### src/rtl/fp32_pkg.sv
`default_nettype none
// ============================================================================
// Module      : fp32_pkg
// Description : Shared single-precision types, constants, leading-zero count
//               helper and the accumulator state encoding.
// Revision    : 1.0 - initial release
// ============================================================================
package fp32_pkg;

    typedef struct packed {
        logic        sign;
        logic [7:0]  exp;
        logic [22:0] frac;
    } fp32_t;

    localparam logic [31:0] FP32_ZERO    = 32'h0000_0000;
    localparam logic [7:0]  FP32_EXP_MAX = 8'hFF;
    localparam int          FP32_MANT_W  = 24;

    typedef enum logic [1:0] {
        ST_IDLE = 2'd0,
        ST_ACC  = 2'd1,
        ST_ADD  = 2'd2,
        ST_OUT  = 2'd3
    } acc_state_e;

    // Number of zeros above the most significant set bit; 24 for an all-zero input.
    function automatic logic [4:0] lzc24(input logic [FP32_MANT_W-1:0] v);
        logic [4:0] n;
        logic       found;
        n     = 5'd24;
        found = 1'b0;
        for (int i = FP32_MANT_W - 1; i >= 0; i--) begin
            if (!found && v[i]) begin
                n     = 5'(FP32_MANT_W - 1 - i);
                found = 1'b1;
            end
        end
        return n;
    endfunction

endpackage
`default_nettype wire

### src/rtl/fp_dot_accumulator_add_norm.sv
`default_nettype none
// ============================================================================
// Module      : fp_add_norm
// Description : Combinational align / add / normalise core. i_a is the running
//               sum, i_b the incoming operand. Truncating, no NaN handling.
// Revision    : 1.0 - initial release
// ============================================================================
module fp_add_norm
    import fp32_pkg::*;
(
    input  logic [31:0] i_a,
    input  logic [31:0] i_b,
    output logic [31:0] o_sum
);

    fp32_t                   w_a;
    fp32_t                   w_b;
    fp32_t                   w_big;
    fp32_t                   w_small;
    logic [7:0]              w_diff;
    logic [FP32_MANT_W-1:0]  w_big_mant;
    logic [FP32_MANT_W-1:0]  w_small_mant;
    logic [FP32_MANT_W:0]    w_raw;
    logic [4:0]              w_lz;
    logic signed [9:0]       w_exp;
    logic [FP32_MANT_W-1:0]  w_mant;

    assign w_a = i_a;
    assign w_b = i_b;

    // Order operands by magnitude, align, add/subtract, normalise and saturate.
    always_comb begin
        w_big   = w_a;
        w_small = w_b;
        if ({w_b.exp, w_b.frac} > {w_a.exp, w_a.frac}) begin
            w_big   = w_b;
            w_small = w_a;
        end
        w_diff       = w_big.exp - w_small.exp;
        w_big_mant   = {1'b1, w_big.frac};
        w_small_mant = (w_diff >= 8'd24) ? '0 : ({1'b1, w_small.frac} >> w_diff);
        if (w_big.sign == w_small.sign)
            w_raw = {1'b0, w_big_mant} + {1'b0, w_small_mant};
        else
            w_raw = {1'b0, w_big_mant} - {1'b0, w_small_mant};
        w_lz  = lzc24(w_raw[FP32_MANT_W-1:0]);
        w_exp = $signed({2'b00, w_big.exp});
        if (w_raw[FP32_MANT_W]) begin
            w_mant = w_raw[FP32_MANT_W:1];
            w_exp  = w_exp + 10'sd1;
        end else begin
            // An all-zero mantissa stays zero, so bit 23 also flags cancellation.
            w_mant = w_raw[FP32_MANT_W-1:0] << w_lz;
            w_exp  = w_exp - $signed({5'b00000, w_lz});
        end

        if (w_a.exp == FP32_EXP_MAX)
            o_sum = i_a;                         // infinity is sticky
        else if (w_b.exp == 8'd0)
            o_sum = i_a;                         // zero operand leaves the sum
        else if (i_a == FP32_ZERO)
            o_sum = i_b;                         // +0 sum loads the operand
        else if (!w_mant[FP32_MANT_W-1])
            o_sum = FP32_ZERO;                   // exact cancellation
        else if (w_exp <= 10'sd0)
            o_sum = FP32_ZERO;                   // underflow flushes to +0
        else if (w_exp >= 10'sd255)
            o_sum = {w_big.sign, FP32_EXP_MAX, 23'd0};
        else
            o_sum = {w_big.sign, w_exp[7:0], w_mant[22:0]};
    end

endmodule
`default_nettype wire

### src/rtl/fp_dot_accumulator.sv
`default_nettype none
// ============================================================================
// Module      : fp_dot_accumulator
// Description : Streaming fp32 frame accumulator with valid/ready on both
//               sides. One term per two cycles after the first of a frame.
//               Optional macro FP_DOT_ACC_RELU_EN fuses a ReLU at the output.
// Revision    : 1.0 - initial release
// ============================================================================
module fp_dot_accumulator
    import fp32_pkg::*;
#(
    parameter int CNT_W     = 8,
    parameter int SKIP_ZERO = 1
) (
    input  logic             clk,
    input  logic             reset_n,
    input  logic             in_valid,
    output logic             in_ready,
    input  logic [31:0]      in_data,
    input  logic             in_last,
    output logic             out_valid,
    input  logic             out_ready,
    output logic [31:0]      out_data,
    output logic [CNT_W-1:0] term_cnt
);

    localparam logic [CNT_W-1:0] c_CNT_MAX = '1;
    localparam logic [CNT_W-1:0] c_CNT_ONE = {{(CNT_W-1){1'b0}}, 1'b1};

    acc_state_e       r_state;
    fp32_t            r_sum;
    fp32_t            r_op;
    logic             r_last;
    logic [CNT_W-1:0] r_cnt;
    logic             r_in_ready;
    logic             r_out_valid;
    logic [31:0]      r_out_data;

    logic             w_accept;
    logic [31:0]      w_load;
    logic [31:0]      w_core_b;
    logic [31:0]      w_core_sum;
    logic [31:0]      w_add_sum;

    // Value presented downstream for a given internal sum.
    function automatic logic [31:0] f_out(input logic [31:0] s);
`ifdef FP_DOT_ACC_RELU_EN
        return s[31] ? FP32_ZERO : s;
`else
        return s;
`endif
    endfunction

    assign w_accept = in_valid && r_in_ready;
    assign w_load   = (in_data[30:23] == 8'd0) ? FP32_ZERO : in_data;

    if (SKIP_ZERO != 0) begin : g_skip_zero
        assign w_core_b  = r_op;
        assign w_add_sum = (r_op.exp == 8'd0) ? r_sum : w_core_sum;
    end else begin : g_flush_zero
        assign w_core_b  = (r_op.exp == 8'd0) ? FP32_ZERO : r_op;
        assign w_add_sum = w_core_sum;
    end

    fp_add_norm u_add_norm (
        .i_a   (r_sum),
        .i_b   (w_core_b),
        .o_sum (w_core_sum)
    );

    // Frame FSM: load first term, alternate accept/add, hold result until taken.
    always_ff @(posedge clk) begin
        if (!reset_n) begin
            r_state     <= ST_IDLE;
            r_sum       <= FP32_ZERO;
            r_op        <= FP32_ZERO;
            r_last      <= 1'b0;
            r_cnt       <= '0;
            r_in_ready  <= 1'b0;
            r_out_valid <= 1'b0;
            r_out_data  <= FP32_ZERO;
        end else begin
            case (r_state)
                ST_IDLE: begin
                    r_in_ready <= 1'b1;
                    if (w_accept) begin
                        r_sum <= w_load;
                        r_cnt <= c_CNT_ONE;
                        if (in_last) begin
                            r_state     <= ST_OUT;
                            r_in_ready  <= 1'b0;
                            r_out_valid <= 1'b1;
                            r_out_data  <= f_out(w_load);
                        end else begin
                            r_state <= ST_ACC;
                        end
                    end
                end
                ST_ACC: begin
                    if (w_accept) begin
                        r_op       <= in_data;
                        r_last     <= in_last;
                        r_in_ready <= 1'b0;
                        r_state    <= ST_ADD;
                        if (r_cnt != c_CNT_MAX)
                            r_cnt <= r_cnt + c_CNT_ONE;
                    end
                end
                ST_ADD: begin
                    r_sum <= w_add_sum;
                    if (r_last) begin
                        r_state     <= ST_OUT;
                        r_out_valid <= 1'b1;
                        r_out_data  <= f_out(w_add_sum);
                    end else begin
                        r_state    <= ST_ACC;
                        r_in_ready <= 1'b1;
                    end
                end
                ST_OUT: begin
                    if (out_ready) begin
                        r_state     <= ST_IDLE;
                        r_sum       <= FP32_ZERO;
                        r_out_valid <= 1'b0;
                        r_in_ready  <= 1'b1;
                    end
                end
                default: r_state <= ST_IDLE;
            endcase
        end
    end

    assign in_ready  = r_in_ready;
    assign out_valid = r_out_valid;
    assign out_data  = r_out_data;
    assign term_cnt  = r_cnt;

endmodule
`default_nettype wire

### config.mk
export PLATFORM = sky130hd
export DESIGN_NAME = fp_dot_accumulator
export DESIGN_NICKNAME = d
export VERILOG_FILES = /design/src/rtl/fp32_pkg.sv /design/src/rtl/fp_dot_accumulator_add_norm.sv /design/src/rtl/fp_dot_accumulator.sv
export SDC_FILE = /design/constraint.sdc
export NUM_CORES = 1
export LEC_CHECK = 0
export ABC_AREA = 0
export CORE_MARGIN = 2
export CORE_UTILIZATION = 45
export CTS_CLUSTER_DIAMETER = 80
export DETAILED_ROUTE_END_ITERATION = 8
export PLACE_DENSITY = 0.65
export SLEW_MARGIN = 30
export SYNTH_ARGS = -nofsm -noshare
export SYNTH_HDL_FRONTEND = slang
export SYNTH_SLANG_ARGS = --single-unit
export TNS_END_PERCENT = 20
### constraint.sdc
create_clock -name clk -period 12.9 [get_ports clk]
set_clock_uncertainty 0.05 [all_clocks]
set_input_delay 1.935 -clock clk [delete_from_list [all_inputs] [get_ports clk]]
set_output_delay 1.935 -clock clk [all_outputs]
set_load 0.005 [all_outputs]
==> metrics.md, run 1 <==
| Metric | Value |
|---|---|
| Outcome | complete, no violations |
| Io pins | 79 |
| Via/cell ratio | just under 7 |
| Maximum VDD drop | about 230 uV |
| ANT cells | 0 |
| Sequential area share after synthesis | between 10% and 20% |
| CORE AREA | between 30000 and 40000 sq um |
| Pin count of the biggest net entering global routing | approximately 110 |
| Post-Place Cells | 2511 |
| Max Slew Vio Count | 0 |
| Worst slew margin | 31.72% |
| Slowest-stage cell, CP | or4_4 |
| Setup crit end kind | register |
| CP arrival | between 10 and 15 ns |
| Hold-fix buffers, CTS | 0 |
| Die H | between 150 and 200 microns |
| Post-synth EDFFs | 0 |
| First-pass GRT wire length | 99350 microns |
| Total wire length | 66740 microns |
| Synth Register Bits | approximately 110 |
| Leakage | about 6.4 nW |
| Setup TNS Final | 0 ns |
| CTS buffer count | 9 |
| CP Class | register to register |
| Max-cap viol count | 0 |
| Crit-path max FO | 8 |
| Placed cell areas | roughly 16000 sq um |
| Most frequent CP cell | ha_1 |
| CTS sink cnt | roughly 110 |
| Reg clk slew, reported paths | about 0.070 ns |
| Layout cells sized above 1 | between 10% and 20% |
| Slew @ Worst Pin | just over 1 ns |
| Final setup viols | 0 |
| DP Wirelength | approximately 52000 microns |
| Clock Tree Root | clkbuf_16 |
| Initial antenna violation count | 0 |
| Final instance area | 16260 sq um |
| Synth-to-Final Area Change | 15.27% |
| H-tree levels | 3 |
| Final worst slack | 0.5699 ns |
| Most instantiated library cell after synthesis | nand2_1 |
| Synth cell count leaders | nand2_1, nor2_1, a21oi_1, o21ai_0, dfxtp_1 |
| Pwr dens | 282.0 nW/um^2 |
| Avg Cell Area, Syn | 6.892 sq um |
| FILL cells | a little over 3000 |
| Mapped Nets | 2150 |
| Dominant cell type by area after synthesis | dfxtp_1 |
| Number of global-route vias before repair | 15840 |
| Starting Density | between 40% and 50% |
| Drt drc | 0 |
| Largest cells by area after synthesis | dfxtp_1, nand2_1, a21oi_1, ha_1, o21ai_0 |
| DRT iter0 DRCs | about 2200 |
| Cells after synthesis | ~2000 |
| Fin crit period | between 10 and 15 ns |
| # rows | 64 |
| Worst path max stage delay | 0.68 ns |
| Routed via count | ~17000 |
| Clock tree buffer depth | 2 |
| Worst slack at placement | -0.08535 ns |
| Synth Flop Type | dfxtp_1 |
| CP Launch Type | register |
| Max Clk Rate | just over 80 MHz |
| Overflow after GRT | 0 |
| DRT Pass-1 Iters | 6 |
| Clk_lat worst skew | around 0.36 ns |
| Total power | about 4.6 mW |
| Share of the synthesized area in the top cell type | 15.47% |
| CTS tree | done |
| Gpl congestion | ~1.0 |
| GRT Util Overall | between 30% and 40% |
| Die area | 32780 sq um |
| Final Cycle Share | between 90% and 100% |
| Routed length per instance | 26.40 microns |
| Post-Synthesis Cell Area | between 10000 and 15000 sq um |
| Port Buf Inserts | 78 |
| Worst min path class | register to register |
| Fin nets | between 2000 and 2500 |
| Async S/R FF share, synth | 0% |
| Post-route antenna net violation count | 0 |
| Final cell count without fillers | roughly 2500 |
| Synth warn | 0 |
| Die width | about 180 microns |
| Distinct cells, synth | roughly 110 |
| Critical Path RT | 13.14 ns |
| Fin. Hold Viols | 0 |
what timing repair did:
item,in CTS,in global routing
pin swaps,0,3
setup endpoints to repair,23,64
gates resized for setup,2,41
setup buffers,0,1
gates cloned,0,0
per-layer routing:
layer	wire length (microns)	vias to the layer above	part of all wire (%)	GRT usage, %
met1	28390	8136	43	54.82
met3	7939	204	12	9.353
met2	26960	1123	40	56.89
met4	3444	0	5.2	17.69
met5	0	-	0	0
li1	-	7811	-	-
path summary, 6_finish.rpt:
path                            slack, ns     endpoint  cells after the start        start
worst max register to register       0.57    r_sum[21]                     55     r_sum[8]
worst min-delay path                 0.43  out_data[1]                      2  out_data[1]
worst min register to register       0.43  out_data[1]                      2  out_data[1]
worst max-delay path                 0.57    r_sum[21]                     55     r_sum[8]
cells in the final DEF (no fill, tap or decap), types with 32 or more instances in the layout:
cell / count
clkdlybuf4s50_1: 77
nand3_1: 74
a21boi_0: 44
a21oi_1: 161
o21ai_0: 155
dfxtp_1: 106
inv_1: 68
nor3_1: 65
nand2_1: 259
a211oi_1: 38
mux2i_1: 62
buf_4: 121
nor2_1: 175
ha_1: 60
o211ai_1: 32
logic make-up (layout without fill, tap and decap cells):
logic type	after synthesis	in the layout	share of synthesized area (%)
AO/OA/AOI/OAI	749	749	35.74
XOR/XNOR	52	52	3.282
adder cells (fa/ha/maj)	66	66	5.960
buffers and inverters	204	289	5.854
flip-flops	109	109	15.47
multiplexers	96	96	7.947
AND/OR/NAND/NOR	771	771	25.75
stage by stage:
step                hold WS [ns]  utilization (%)
detailed placement        0.4093            51.30
floorplan                 0.4074                -
global route              0.4541            52.88
global placement          0.4109            51.27
finish                    0.4338            52.88
CTS                       0.4402            52.34
state kept, by name, summed over array words and instances (netlist names):
| name | count |
|---|---|
| out_data | 32 |
| r_op | 32 |
| r_sum | 32 |
| term_cnt | 8 |
| r_state | 2 |
| in_ready | 1 |
| out_valid | 1 |
| r_last | 1 |
layout make-up:
class	count	area, sq um	area share (%)
clock inverter	3	68.82	0.4232
timing repair buffer	200	1695	10.43
tap	396	495.5	3.047
clock buffer	13	250.2	1.539
sequential	109	2186	13.44
multi-input combinational	1734	11290	69.44
inverter	73	274.0	1.685
power breakdown:
group	switching, mW	internal [mW]
clock	0.130	0.176
combinational	2.57	1.31
sequential	0.0333	0.361
total	2.73	1.85
critical path, delay by kind of cell, from the launching register on:
family	cells	cell delay (ns)
fa+ha+maj	6	1.86
flops	1	0.49
buf+inv	3	0.50
compound gates	22	3.91
xor+xnor	1	0.19
simple gates	20	4.52
mux	3	0.70
Power figures use the tool's default switching activity.
==> run 2: changes to the inputs <==
Settings changed: PLACE_DENSITY 0.65 to not set, PLACE_DENSITY_LB_ADDON set to 0.25, REMOVE_ABC_BUFFERS set to 1.
Clock period 12.9 ns to 15.8 ns, I/O delays scaled along.
==> run 2 against run 1 <==
Combinational power fell by 24%. Sequential power is 16% lower. First-iteration DRC count increased by 7.0%. Worst hold slack got worse by 0.0026 ns. Maximum frequency is 15% lower. Die area unchanged. Final cell count down 3.4%. Global-route usage shrank 2.2 points. Critical path depth unchanged. Sequential cell count unchanged. Clock power shrank 21%. Critical path type unchanged.
==> metrics.md, run 2 (synthesis results as in run 1) <==
| Metric | Value |
|---|---|
| Outcome | complete, no violations |
| Fin crit period | 14.58 ns |
| Cell-internal power | around 1.4 mW |
| Clock power frac | approximately 7% |
| Drt drc | 0 |
| Worst min path class | register to register |
| Multi-input logic area | roughly 11000 sq um |
| CP Launch Type | register |
| Port Buf Inserts | between 70 and 80 |
| FILL cells | around 3100 |
| Via/cell ratio | 6.923 |
| Pin count of the biggest net entering global routing | 108 |
| CP arrival | 14.78 ns |
| Initial antenna violation count | 0 |
| Pwr dens | 227.5 nW/um^2 |
| Flop pwr share | under 10% |
| Critical Path RT | 16.00 ns |
| Routed length per instance | around 26 microns |
| CORE AREA | between 30000 and 40000 sq um |
| Clock tree buffer depth | 2 |
| H-tree levels | 3 |
| Total wire length | 62620 microns |
| Sw power | between 2 and 2.5 mW |
| Die area | ~33000 sq um |
| Setup TNS Final | 0 ns |
| Commonest cells after routing, fill and taps aside | nand2_1, nor2_1, a21oi_1 |
| Post-route antenna net violation count | 0 |
| Layout cells sized above 1 | roughly 7.9% |
| # rows | 64 |
| CTS sink cnt | 109 |
| Max Slew Vio Count | 0 |
| Combinational cell fraction of total power | 83.7% |
| Starting Density | 45.88% |
| Register Area | between 2000 and 2500 sq um |
| Synth-to-Final Area Change | 10.03% |
| DP Wirelength | 47630 microns |
| RSZ-0062 raised after global routing | false |
| Leakage | approximately 6 nW |
| Hold WS | about 0.43 ns |
| CTS tree | done |
| Max-cap viol count | 0 |
| Max Clk Rate | roughly 69 MHz |
| DRT iter0 DRCs | 2327 |
| Die width | ~180 microns |
| Setup crit end kind | register |
| DRT Pass-1 Iters | 6 |
| Fin. Hold Viols | 0 |
| Worst slew margin | approximately a quarter |
| Clk_lat worst skew | 0.37 ns |
| Routed via count | roughly 17000 |
| Final Cycle Share | between 90 and 100% |
| Critical path's top delay family | simple AND/OR/NAND/NOR gates |
| Gpl congestion | just over 1 |
| Die H | approximately 180 microns |
| Crit-path max FO | 18 |
| CP Class | register to register |
| Hold-fix buffers, CTS | 0 |
| Slew @ Worst Pin | 1.131 ns |
| First-pass GRT wire length | approximately 95000 microns |
| Number of global-route vias before repair | 15460 |
| Final worst slack | roughly 1.2 ns |
| Worst slack at placement | slightly above 1 ns |
| Reg clk slew, reported paths | roughly 0.08 ns |
| Slowest-stage cell, CP | ha_1 |
| Post-cts sizing count | 0 |
| Worst path max stage delay | 0.67 ns |
| Most common cell after layout, fill and taps aside | nand2_1 |
| Io pins | slightly below 80 |
| Final setup viols | 0 |
| Placed cell areas | around 15000 sq um |
| ANT cells | 0 |
| Overflow after GRT | 0 |
| Post-CTS setup buffers | 0 |
| Utilization after layout | about half |
| Maximum VDD drop | between 100 and 150 uV |
| Clock Tree Root | clkbuf_16 |
| Final instance area | between 15000 and 20000 sq um |
| Fin nets | ~2100 |
| GRT Util Overall | 37.03% |
| CTS buffer count | 9 |
| Buf/Inv on CP | 6 |
| Net Sw Frac | about 61% |
run 2: worst paths after layout:
path | start | to | slack [ns] | cells after the start
worst max-delay path | r_sum[26] | r_sum[17] | 1.22 | 55
worst min-delay path | out_data[28] | out_data[28] | 0.43 | 2
worst max register to register | r_sum[26] | r_sum[17] | 1.22 | 55
worst min register to register | out_data[28] | out_data[28] | 0.43 | 2
run 2: power groups by stage:
stage          Sequential (mW)  Clock [mW]  Combinational (mW)
2_1_floorplan            0.319           0                1.84
3_3_place_gp             0.334           0                2.85
3_5_place_dp             0.335           0                2.80
4_1_cts                  0.329       0.243                2.82
5_1_grt                  0.333       0.252                3.12
6_report                 0.332       0.243                2.96
run 2: final cells by class:
| type | count | share of cell area [%] |
|---|---|---|
| multi-input combinational | 1734 | 72.25 |
| sequential | 109 | 14.06 |
| timing repair buffer | 113 | 6.731 |
| tap | 396 | 3.192 |
| inverter | 73 | 1.789 |
| clock buffer | 9 | 1.451 |
| clock inverter | 7 | 0.5320 |
run 2: layer usage:
metal,up-vias,global-route usage [%],share of wire (%)
li1,7647,-,-
met1,7965,50.64,42
met2,1083,55.75,42
met3,205,7.317,11
met4,0,17.72,5.5
met5,-,0,0
run 2: tightest hold or removal path, stage by stage, from the launching register on:
cell and delay, ns:
dfxtp_1 0.32, nand2_1 0.05, a21boi_0 0.07
run 2: stage by stage:
stage | cells | power [mW]
after floorplan | 1916 | 2.163
after global placement | 2425 | 3.186
after detailed placement | 2425 | 3.137
after CTS | 2441 | 3.387
after global routing | 2441 | 3.703
final | 2441 | 3.531
==> run 3: changes to the inputs <==
Settings changed: SYNTH_HIERARCHICAL set to 1.
==> run 3 against run 2 <==
Worst hold slack better by 0.019 ns. Clock-buffer cell count rose by 3. Wire length down 0.61%. Sequential power shrank 5%. Synthesized area grew 2.3%. Die area grew 2.2%. Utilization fell by 0.97 points.
==> metrics.md, run 3 <==
| Metric | Value |
|---|---|
| Outcome | complete, no violations |
| Flop pwr share | about 14% |
| DP Wirelength | around 48000 microns |
| GRT Util Overall | 36.22% |
| Synth warn | 6 |
| Die area | 33520 sq um |
| Combinational cell fraction of total power | 75.1% |
| Layout cells sized above 1 | 9.509% |
| Number of global-route vias before repair | between 10000 and 15000 |
| Max-cap viol count | 0 |
| Fin nets | around 2000 |
| Leakage | ~6.1 nW |
| DRT Pass-1 Iters | 6 |
| Io pins | a little under 80 |
| Worst slew margin | 24.79% |
| Met2 wire len | 27930 microns |
| Total power | 2.207 mW |
| Slowest-stage cell, CP | ha_1 |
| Avg Cell Area, Syn | roughly 7.5 sq um |
| Via/cell ratio | about 7 |
| Maximum VDD drop | 82.41 uV |
| DR top layer | met4 |
| Synth Flop Type | dfxtp_1 |
| Pwr dens | roughly 140 nW/um^2 |
| Setup crit end kind | register |
| Net Sw Frac | a little under three fifths |
| Drt drc | 0 |
| Clock Tree Root | clkbuf_16 |
| Routed length per instance | approximately 27 microns |
| Largest cells by area after synthesis | dfxtp_1, mux2i_1, nand2_1, ha_1, a21oi_1 |
| CTS buffer count | 9 |
| Sequential area share after synthesis | between 10% and 20% |
| Port Buf Inserts | around 80 |
| Clock tree buffer depth | 2 |
| Clk_lat worst skew | 0.37 ns |
| Fin. Hold Viols | 0 |
| Routed via count | roughly 16000 |
| Final Cycle Share | ~94% |
| Dominant cell type by area after synthesis | dfxtp_1 |
| Post-Synthesis Cell Area | about 14000 sq um |
| Async S/R FF share, synth | 0% |
| Max Slew Vio Count | 0 |
| Cell-internal power | roughly 0.96 mW |
| Reg clk slew, reported paths | roughly 0.08 ns |
| Synth Register Bits | roughly 110 |
| Worst min path class | register to register |
| Die H | roughly 180 microns |
| Worst Reg-to-Reg Cells | 48 |
| Most common cell after layout, fill and taps aside | nand2_1 |
| H-tree levels | 3 |
| Overflow after GRT | 0 |
| CP Launch Type | register |
| Final setup viols | 0 |
| Initial antenna violation count | 1 |
| RSZ-0062 raised after global routing | false |
| Synth cell count leaders | nand2_1, a21oi_1, o21ai_0, nor2_1, dfxtp_1 |
| Post-route antenna net violation count | 0 |
| Critical Path RT | between 15 and 20 ns |
| Post-synth EDFFs | 0 |
| CP arrival | about 15 ns |
| Hold-fix buffers, CTS | 0 |
| Slew @ Worst Pin | between 1 and 1.5 ns |
| Met3 Wirelength | between 5000 and 6000 microns |
| Pin count of the biggest net entering global routing | 75 |
| First-pass GRT wire length | between 90000 and 100000 microns |
| Synth-to-Final Area Change | 8.254% |
| CORE AREA | around 32000 sq um |
| Cells after synthesis | ~1900 |
| Max Clk Rate | a little under 70 MHz |
| Crit path from | r_sum[27] |
| Worst setup path end | out_data[11] |
| Most instantiated library cell after synthesis | nand2_1 |
| Gpl congestion | around 1.1 |
| CP Class | register to register |
| Starting Density | roughly 46% |
| Critical R2R Launch | r_sum[27] |
| Fin crit period | 14.82 ns |
| Total wire length | 62240 microns |
| Reg2Reg Setup Slack | around 1 ns |
| Crit-path max FO | 23 |
| Worst path max stage delay | slightly below 0.7 ns |
| Commonest cells after routing, fill and taps aside | nand2_1, a21oi_1, o21ai_0 |
| Share of the synthesized area in the top cell type | about 15% |
| Setup TNS Final | 0 ns |
| Die width | 183.1 microns |
| Clock power frac | 10.5% |
| # rows | between 60 and 70 |
| Most frequent CP cell | ha_1 |
| RR Endpoint | out_data[11] |
| WL met1 | between 20000 and 30000 microns |
| Sw power | between 1 and 1.5 mW |
| DRT iter0 DRCs | 1941 |
| CTS tree | done |
| Distinct cells, synth | about 110 |
| CTS sink cnt | between 100 and 150 |
[run 3: changes by cell type after synthesis, sizes merged, moves of 34 or more]
cell,before,now
a31oi,32,70
clkbuf,95,61
a21boi,51,2
nor2,180,124
buf,36,72
[run 3: metal layers]
layer	track usage [%]	vias up
li1	-	7351
met1	48.13	7805
met2	58.08	1001
met3	6.275	168
met4	14.98	0
met5	0	-
[run 3: what timing repair did]
item | CTS | global route
hold endpoints to repair | 0 | 0
buffers inserted | 0 | 2
setup endpoints to repair | 0 | 14
resized for setup | 0 | 2
[run 3: how the worst min path moves through the flow]
stage | to | slack (ns) | startpoint | cells after the start
final | term_cnt[1] | 0.45 | term_cnt[1] | 2
after global routing | term_cnt[1] | 0.49 | term_cnt[1] | 2
after CTS | term_cnt[1] | 0.45 | term_cnt[1] | 2
after detailed placement | term_cnt[1] | 0.44 | term_cnt[1] | 2
after global placement | term_cnt[1] | 0.44 | term_cnt[1] | 2
after floorplan | r_op[0] | 0.41 | r_op[0] | 2
[run 3: area by class of cell]
cell class                      instances  area (sq um)
Fill cell                            3164         15930
Antenna cell                            1         2.502
Tap cell                              402         503.0
Multi-Input combinational cell       1629         11340
Sequential cell                       109          2182
Inverter                               64         240.2
Timing Repair Buffer                  117          1074
Clock buffer                           12         236.5
Clock inverter                          4         48.80
[run 3: cells by family after synthesis]
group	Yosys count	share of synthesized area, %
compound gates	683	32.90
xor+xnor	57	3.615
fa+ha+maj	66	5.826
buf+inv	197	6.624
flops	109	15.12
mux	146	12.27
simple gates	677	23.64
[run 3: critical path: cells and delay by family (launching register included)]
family | cells | cell delay, ns
buffers and inverters | 2 | 0.59
XOR/XNOR | 3 | 0.72
AO/OA/AOI/OAI | 19 | 5.20
multiplexers | 2 | 0.46
adder cells (fa/ha/maj) | 5 | 2.41
flip-flops | 1 | 0.58
AND/OR/NAND/NOR | 17 | 4.68
[run 3: metrics by stage]
step	setup slack, ns	std cells	utilization (%)	hold WS [ns]	cell area, sq um
2_1_floorplan	1.662	1802	-	0.4093	13720
3_3_place_gp	1.107	2319	48.48	0.4435	15300
3_5_place_dp	1.095	2319	48.50	0.4404	15300
4_1_cts	1.034	2335	49.41	0.4528	15590
5_1_grt	0.2706	2337	49.50	0.4853	15620
6_report	0.9758	2338	49.51	0.4502	15620
[run 3: power by group through the flow]
stage               registers (mW)  clock network, mW  logic (mW)
floorplan                    0.313                  0        1.08
global placement             0.322                  0        1.59
detailed placement           0.322                  0        1.58
CTS                          0.315              0.233        1.58
global route                 0.318              0.243        1.76
finish                       0.317              0.232        1.66
